File: config.mk
export PLATFORM = sky130hd
export DESIGN_NAME = data_memory_ctrl
export DESIGN_NICKNAME = d
export VERILOG_FILES = /design/src/rtl/data_memory_ctrl.sv
export SDC_FILE = /design/constraint.sdc
export NUM_CORES = 1
export LEC_CHECK = 0
export ABC_AREA = 1
export ABC_CLOCK_PERIOD_IN_PS = 2200
export CAP_MARGIN = 30
export CORE_ASPECT_RATIO = 1.4
export CORE_MARGIN = 3
export CORE_UTILIZATION = 55
export CTS_CLUSTER_SIZE = 20
export DETAILED_ROUTE_END_ITERATION = 12
export PLACE_DENSITY = 0.74
export SYNTH_ARGS = -nofsm -noshare
export SYNTH_HDL_FRONTEND = slang
export SYNTH_SLANG_ARGS = --single-unit
File: constraint.sdc
create_clock -name clk -period 2.2 [get_ports clk]
set_input_delay 0.33 -clock clk [delete_from_list [all_inputs] [get_ports clk]]
set_output_delay 0.33 -clock clk [all_outputs]
set_load 0.005 [all_outputs]
File: src/rtl/data_memory_ctrl.sv
// Parametrised single-port data RAM with byte enables, valid/ready request port,
// range checking, 1- or 2-cycle pipelined responses and a hardware zeroing sweep.
module data_memory_ctrl #(
   parameter int unsigned DATA_W   = 16,
   parameter int unsigned ADDR_W   = 8,
   parameter int unsigned DEPTH    = 32,
   parameter int unsigned READ_LAT = 1
) (
   input  logic                clk,
   input  logic                rst_n,
   input  logic                req_valid,
   output logic                req_ready,
   input  logic                req_write,
   input  logic [ADDR_W-1:0]   req_addr,
   input  logic [DATA_W-1:0]   req_wdata,
   input  logic [DATA_W/8-1:0] req_be,
   input  logic                clear,
   output logic                init_busy,
   output logic                rsp_valid,
   output logic [DATA_W-1:0]   rsp_rdata,
   output logic                rsp_err
);

   localparam int unsigned BE_W  = DATA_W / 8;
   localparam int unsigned IDX_W = (DEPTH > 1) ? $clog2(DEPTH) : 1;

   typedef enum logic [1:0] {
      ST_INIT,
      ST_RUN,
      ST_CLEAR
   } state_t;

   state_t             state;
   logic [IDX_W-1:0]   cnt;
   logic [DATA_W-1:0]  mem [DEPTH];

   logic               accept;
   logic               in_range;
   logic [IDX_W-1:0]   idx;

   logic               s1_valid;
   logic               s1_err;
   logic [DATA_W-1:0]  s1_rdata;

   assign req_ready = (state == ST_RUN) && !clear;
   assign init_busy = (state != ST_RUN);
   assign accept    = req_valid && req_ready;
   // Full-width compare so out-of-range addresses never alias onto real words.
   assign in_range  = ({1'b0, req_addr} < (ADDR_W + 1)'(DEPTH));
   assign idx       = req_addr[IDX_W-1:0];

   always_ff @(posedge clk or negedge rst_n) begin
      if (!rst_n) begin
         state <= ST_INIT;
         cnt   <= '0;
      end else begin
         case (state)
            ST_RUN: begin
               if (clear) begin
                  state <= ST_CLEAR;
                  cnt   <= '0;
               end
            end
            default: begin
               if (cnt == IDX_W'(DEPTH - 1)) begin
                  state <= ST_RUN;
                  cnt   <= '0;
               end else begin
                  cnt <= cnt + IDX_W'(1);
               end
            end
         endcase
      end
   end

   // The array has no reset; the sweep is what brings it to a known state.
   always_ff @(posedge clk) begin
      if (state != ST_RUN) begin
         mem[cnt] <= '0;
      end else if (accept && req_write && in_range) begin
         for (int unsigned b = 0; b < BE_W; b++) begin
            if (req_be[b]) begin
               mem[idx][8*b +: 8] <= req_wdata[8*b +: 8];
            end
         end
      end
   end

   always_ff @(posedge clk or negedge rst_n) begin
      if (!rst_n) begin
         s1_valid <= 1'b0;
         s1_err   <= 1'b0;
         s1_rdata <= '0;
      end else begin
         s1_valid <= accept;
         s1_err   <= accept && !in_range;
         s1_rdata <= (accept && !req_write && in_range) ? mem[idx] : '0;
      end
   end

   generate
      if (READ_LAT == 2) begin : g_lat2
         logic              s2_valid;
         logic              s2_err;
         logic [DATA_W-1:0] s2_rdata;

         always_ff @(posedge clk or negedge rst_n) begin
            if (!rst_n) begin
               s2_valid <= 1'b0;
               s2_err   <= 1'b0;
               s2_rdata <= '0;
            end else begin
               s2_valid <= s1_valid;
               s2_err   <= s1_err;
               s2_rdata <= s1_rdata;
            end
         end

         assign rsp_valid = s2_valid;
         assign rsp_err   = s2_err;
         assign rsp_rdata = s2_rdata;
      end else begin : g_lat1
         assign rsp_valid = s1_valid;
         assign rsp_err   = s1_err;
         assign rsp_rdata = s1_rdata;
      end
   endgenerate

endmodule

==> results.md <==
* Outcome: complete, no violations
* Kind of critical path: reg -> out
* Syn nets at 1,840
* Post-route ant nets at 0
* Maximum vdd ir drop at 0.836 mV
* First-pass iteration count of the detailed router at 8
* Synthesis-stage register bit count at 537
* Area grow syn2layout at 17.9%
* Core area at 40,400 µm²
* Combinational Power Share at 0.176
* Pwr Total at 25.5 mW
* Yosys Warn Count at 0
* Vias/cell at 5.97
* Top cells by area, synth: edfxtp_1 68%, nor2_1 6.7%, o21ai_0 4.8%
* Path type of the worst min-delay path: in -> async
* Remaining DRCs at 0
* Final hold viol count at 0
* Layout Nets at 1,979
* CTS Sinks at 537
* Vias at 15,000
* Die Footprint at 43,400 µm²
* Row Count at 87
* Startpoint Class: flop
* Fin crit share at 0.969
* H-tree Lvls at 2
* Combined global-route utilization of all metal layers at 0.262
* Top-count cell post-synth: edfxtp_1
* Seq/Total Area, Yosys at 0.712
* Clk pin slew, worst setup/hold paths at 60 ps
* Diodes inserted at 0
* Post-synth ARST share at 0.0466
* Post-synth EDFFs at 512
* Port buffer count at 50
* Largest net degree at the start of global routing at 82
* CTS tree: built
* HPWL after DPL at 36,100 µm
* Tmin final at 2130 ps
* Die height at 245 µm
* CP max stage cell: clkdlybuf4s50_1
* Max Fclk at 0.469 GHz
* Worst-path cell chain: inv_2, nand2_4, nor2_2, clkdlybuf4s50_1
* CP peak stage delay at 520 ps
* Endpoints failing setup at 0
* Wire per inst at 22.5 µm
* Max cap viols at 0
* Mapped Cells at 1,807
* Worst r2r src: state[1]
* Post-synth top area share at 0.684
* CP startpoint: state[1]
* Mapped Area at 22,500 µm²
* GRT Residual Overflow at 0
* Worst-margin pin slew at 456 ps
* Slew Viols, Final at 0
* CTS Buf Count at 48
* Worst Path Buf+Inv at 2
* Vias in the first global route at 15,000
* Skew-Pair Late Insertion Delay at 570 ps
* CTS root buf: clkbuf_16
* Arrival @ worst endpoint at 1800 ps
* Sw Ratio at 0.269
* Flop2flop setup slack at 90 ps
* Net Sw Power at 6.88 mW
* Fin Setup TNS at 0 ps
* Part of the power in the clock network at 0.325
* Die W at 177 µm
* Initial antenna violation count at 0
* Global placer's final weighted congestion at 0.903
* RR Endpoint: mem[16][3]
* First-pass GRT wire length at 85,500 µm
* Pwr dens at 964 nW/µm²
* Syn Area/Cell at 12.4 µm²
* Hold Buf Count CTS at 0
* FF-to-FF path depth at 10
* Max FO, Critical Path at 7
* Int Pwr at 18.7 mW
* Final core utilization at 0.656
* Worst setup path endpoint: req_ready
* Final Skew at 21.3 ps
* Crit end category: primary output
* Post-synth top cells: 512 x edfxtp_1, 402 x nor2_1, 215 x o21ai_0, 103 x nand3_1, 93 x o211ai_1
* WL final at 56,800 µm
* Sequential share of power at 0.500
* Ports at 51
* CP delay by family, top: buffers and inverters
* Share of layout cells above drive strength 1 at 0.182
* Max clock buf depth at 3
* Crit path depth at 4
* Yosys cell types at 34
* Slew headroom at 0.693
* Initial DRC Count at 1,645
* Req. time, crit path at 1870 ps
* Starting Density at 0.557
* RSZ-0062 raised after global routing: false
* LEAKAGE at 9.01 nW
* Cell taking the most area after synthesis: edfxtp_1
* Top FF cell, synth: edfxtp_1
## kinds of logic (layout without fill, tap and decap cells)
family / count (synthesis) / after routing / synth area share
adder cells (fa/ha/maj): 2 / 2 / 0.00111
buffers and inverters: 198 / 375 / 0.0421
AO/OA/AOI/OAI: 410 / 410 / 0.103
flip-flops: 537 / 537 / 0.712
AND/OR/NAND/NOR: 658 / 658 / 0.141
XOR/XNOR: 2 / 2 / 0.000779
## how the worst min path moves through the flow
| stage | start | to | slack [ps] | cells after the start |
|---|---|---|---|---|
| 2_1_floorplan | rst_n | cnt[0] | 30 | 0 |
| 3_3_place_gp | state[0] | state[0] | 540 | 2 |
| 3_5_place_dp | state[1] | state[1] | 540 | 2 |
| 4_1_cts | rst_n | rsp_rdata[3] | 140 | 2 |
| 5_1_grt | rst_n | rsp_rdata[3] | 190 | 2 |
| 6_report | rst_n | rsp_rdata[5] | 160 | 2 |
## layer usage
layer	wire (µm)	up-vias	GRT usage
li1	-	6779	-
met1	20900	7272	0.324
met2	28800	777	0.452
met3	3960	216	0.0339
met4	3100	0	0.136
met5	0	-	0
## through the flow
step                setup WS (ps)  instance area, µm²  hold slack, ps  std cells
floorplan                    -145               22500            34.4       1807
global placement             -365               24800             537       2423
detailed placement           -385               24800             545       2423
CTS                          7.94               26300             144       2511
global route                0.763               26500             192       2518
finish                       68.8               26500             156       2518
## power by group through the flow
stage          Sequential, mW  Clock (mW)  Combinational (mW)
3_5_place_dp             13.0           0                4.30
2_1_floorplan            12.8           0                2.50
5_1_grt                  12.8        8.74                4.79
4_1_cts                  12.8        8.37                4.33
3_3_place_gp             12.9           0                4.18
6_report                 12.8        8.29                4.49
## flip-flops by register name, indices dropped and copies added, names as in the netlist
name	cells
rsp_rdata	16
cnt	5
rsp_err	1
state	2
mem	512
rsp_valid	1
## placed cells by master, fill, tap and decap left out, types with 7 or more instances in the layout
cell	instances
edfxtp_1	512
nor2_1	385
o21ai_0	215
buf_4	117
nand3_1	103
o211ai_1	93
inv_1	70
nand2_1	58
nor3_2	57
clkbuf_16	49
clkdlybuf4s50_1	47
o21ai_1	46
a21oi_1	41
buf_12	41
dfrtp_1	24
nor2_2	18
clkinv_2	12
nand2_4	10
o22ai_1	10
clkbuf_1	9
nand3_4	8
nor3_4	8
nand2_2	7
## layout make-up
cell class / instances / area (µm²)
clock inverters: 29 / 288
clock buffers: 59 / 1270
inverters: 74 / 284
flip-flops and latches: 537 / 16000
multi-input cells: 1072 / 5730
well taps: 534 / 668
fillers: 2761 / 13900
repair buffers: 213 / 2260
## what timing repair did
item	in CTS	in global routing
pin swaps	0	6
endpoints found under the setup margin	2	513
resized for setup	3	23
setup buffers	0	7
gates cloned	0	0
No activity file was read; power rests on OpenSTA's default activity.
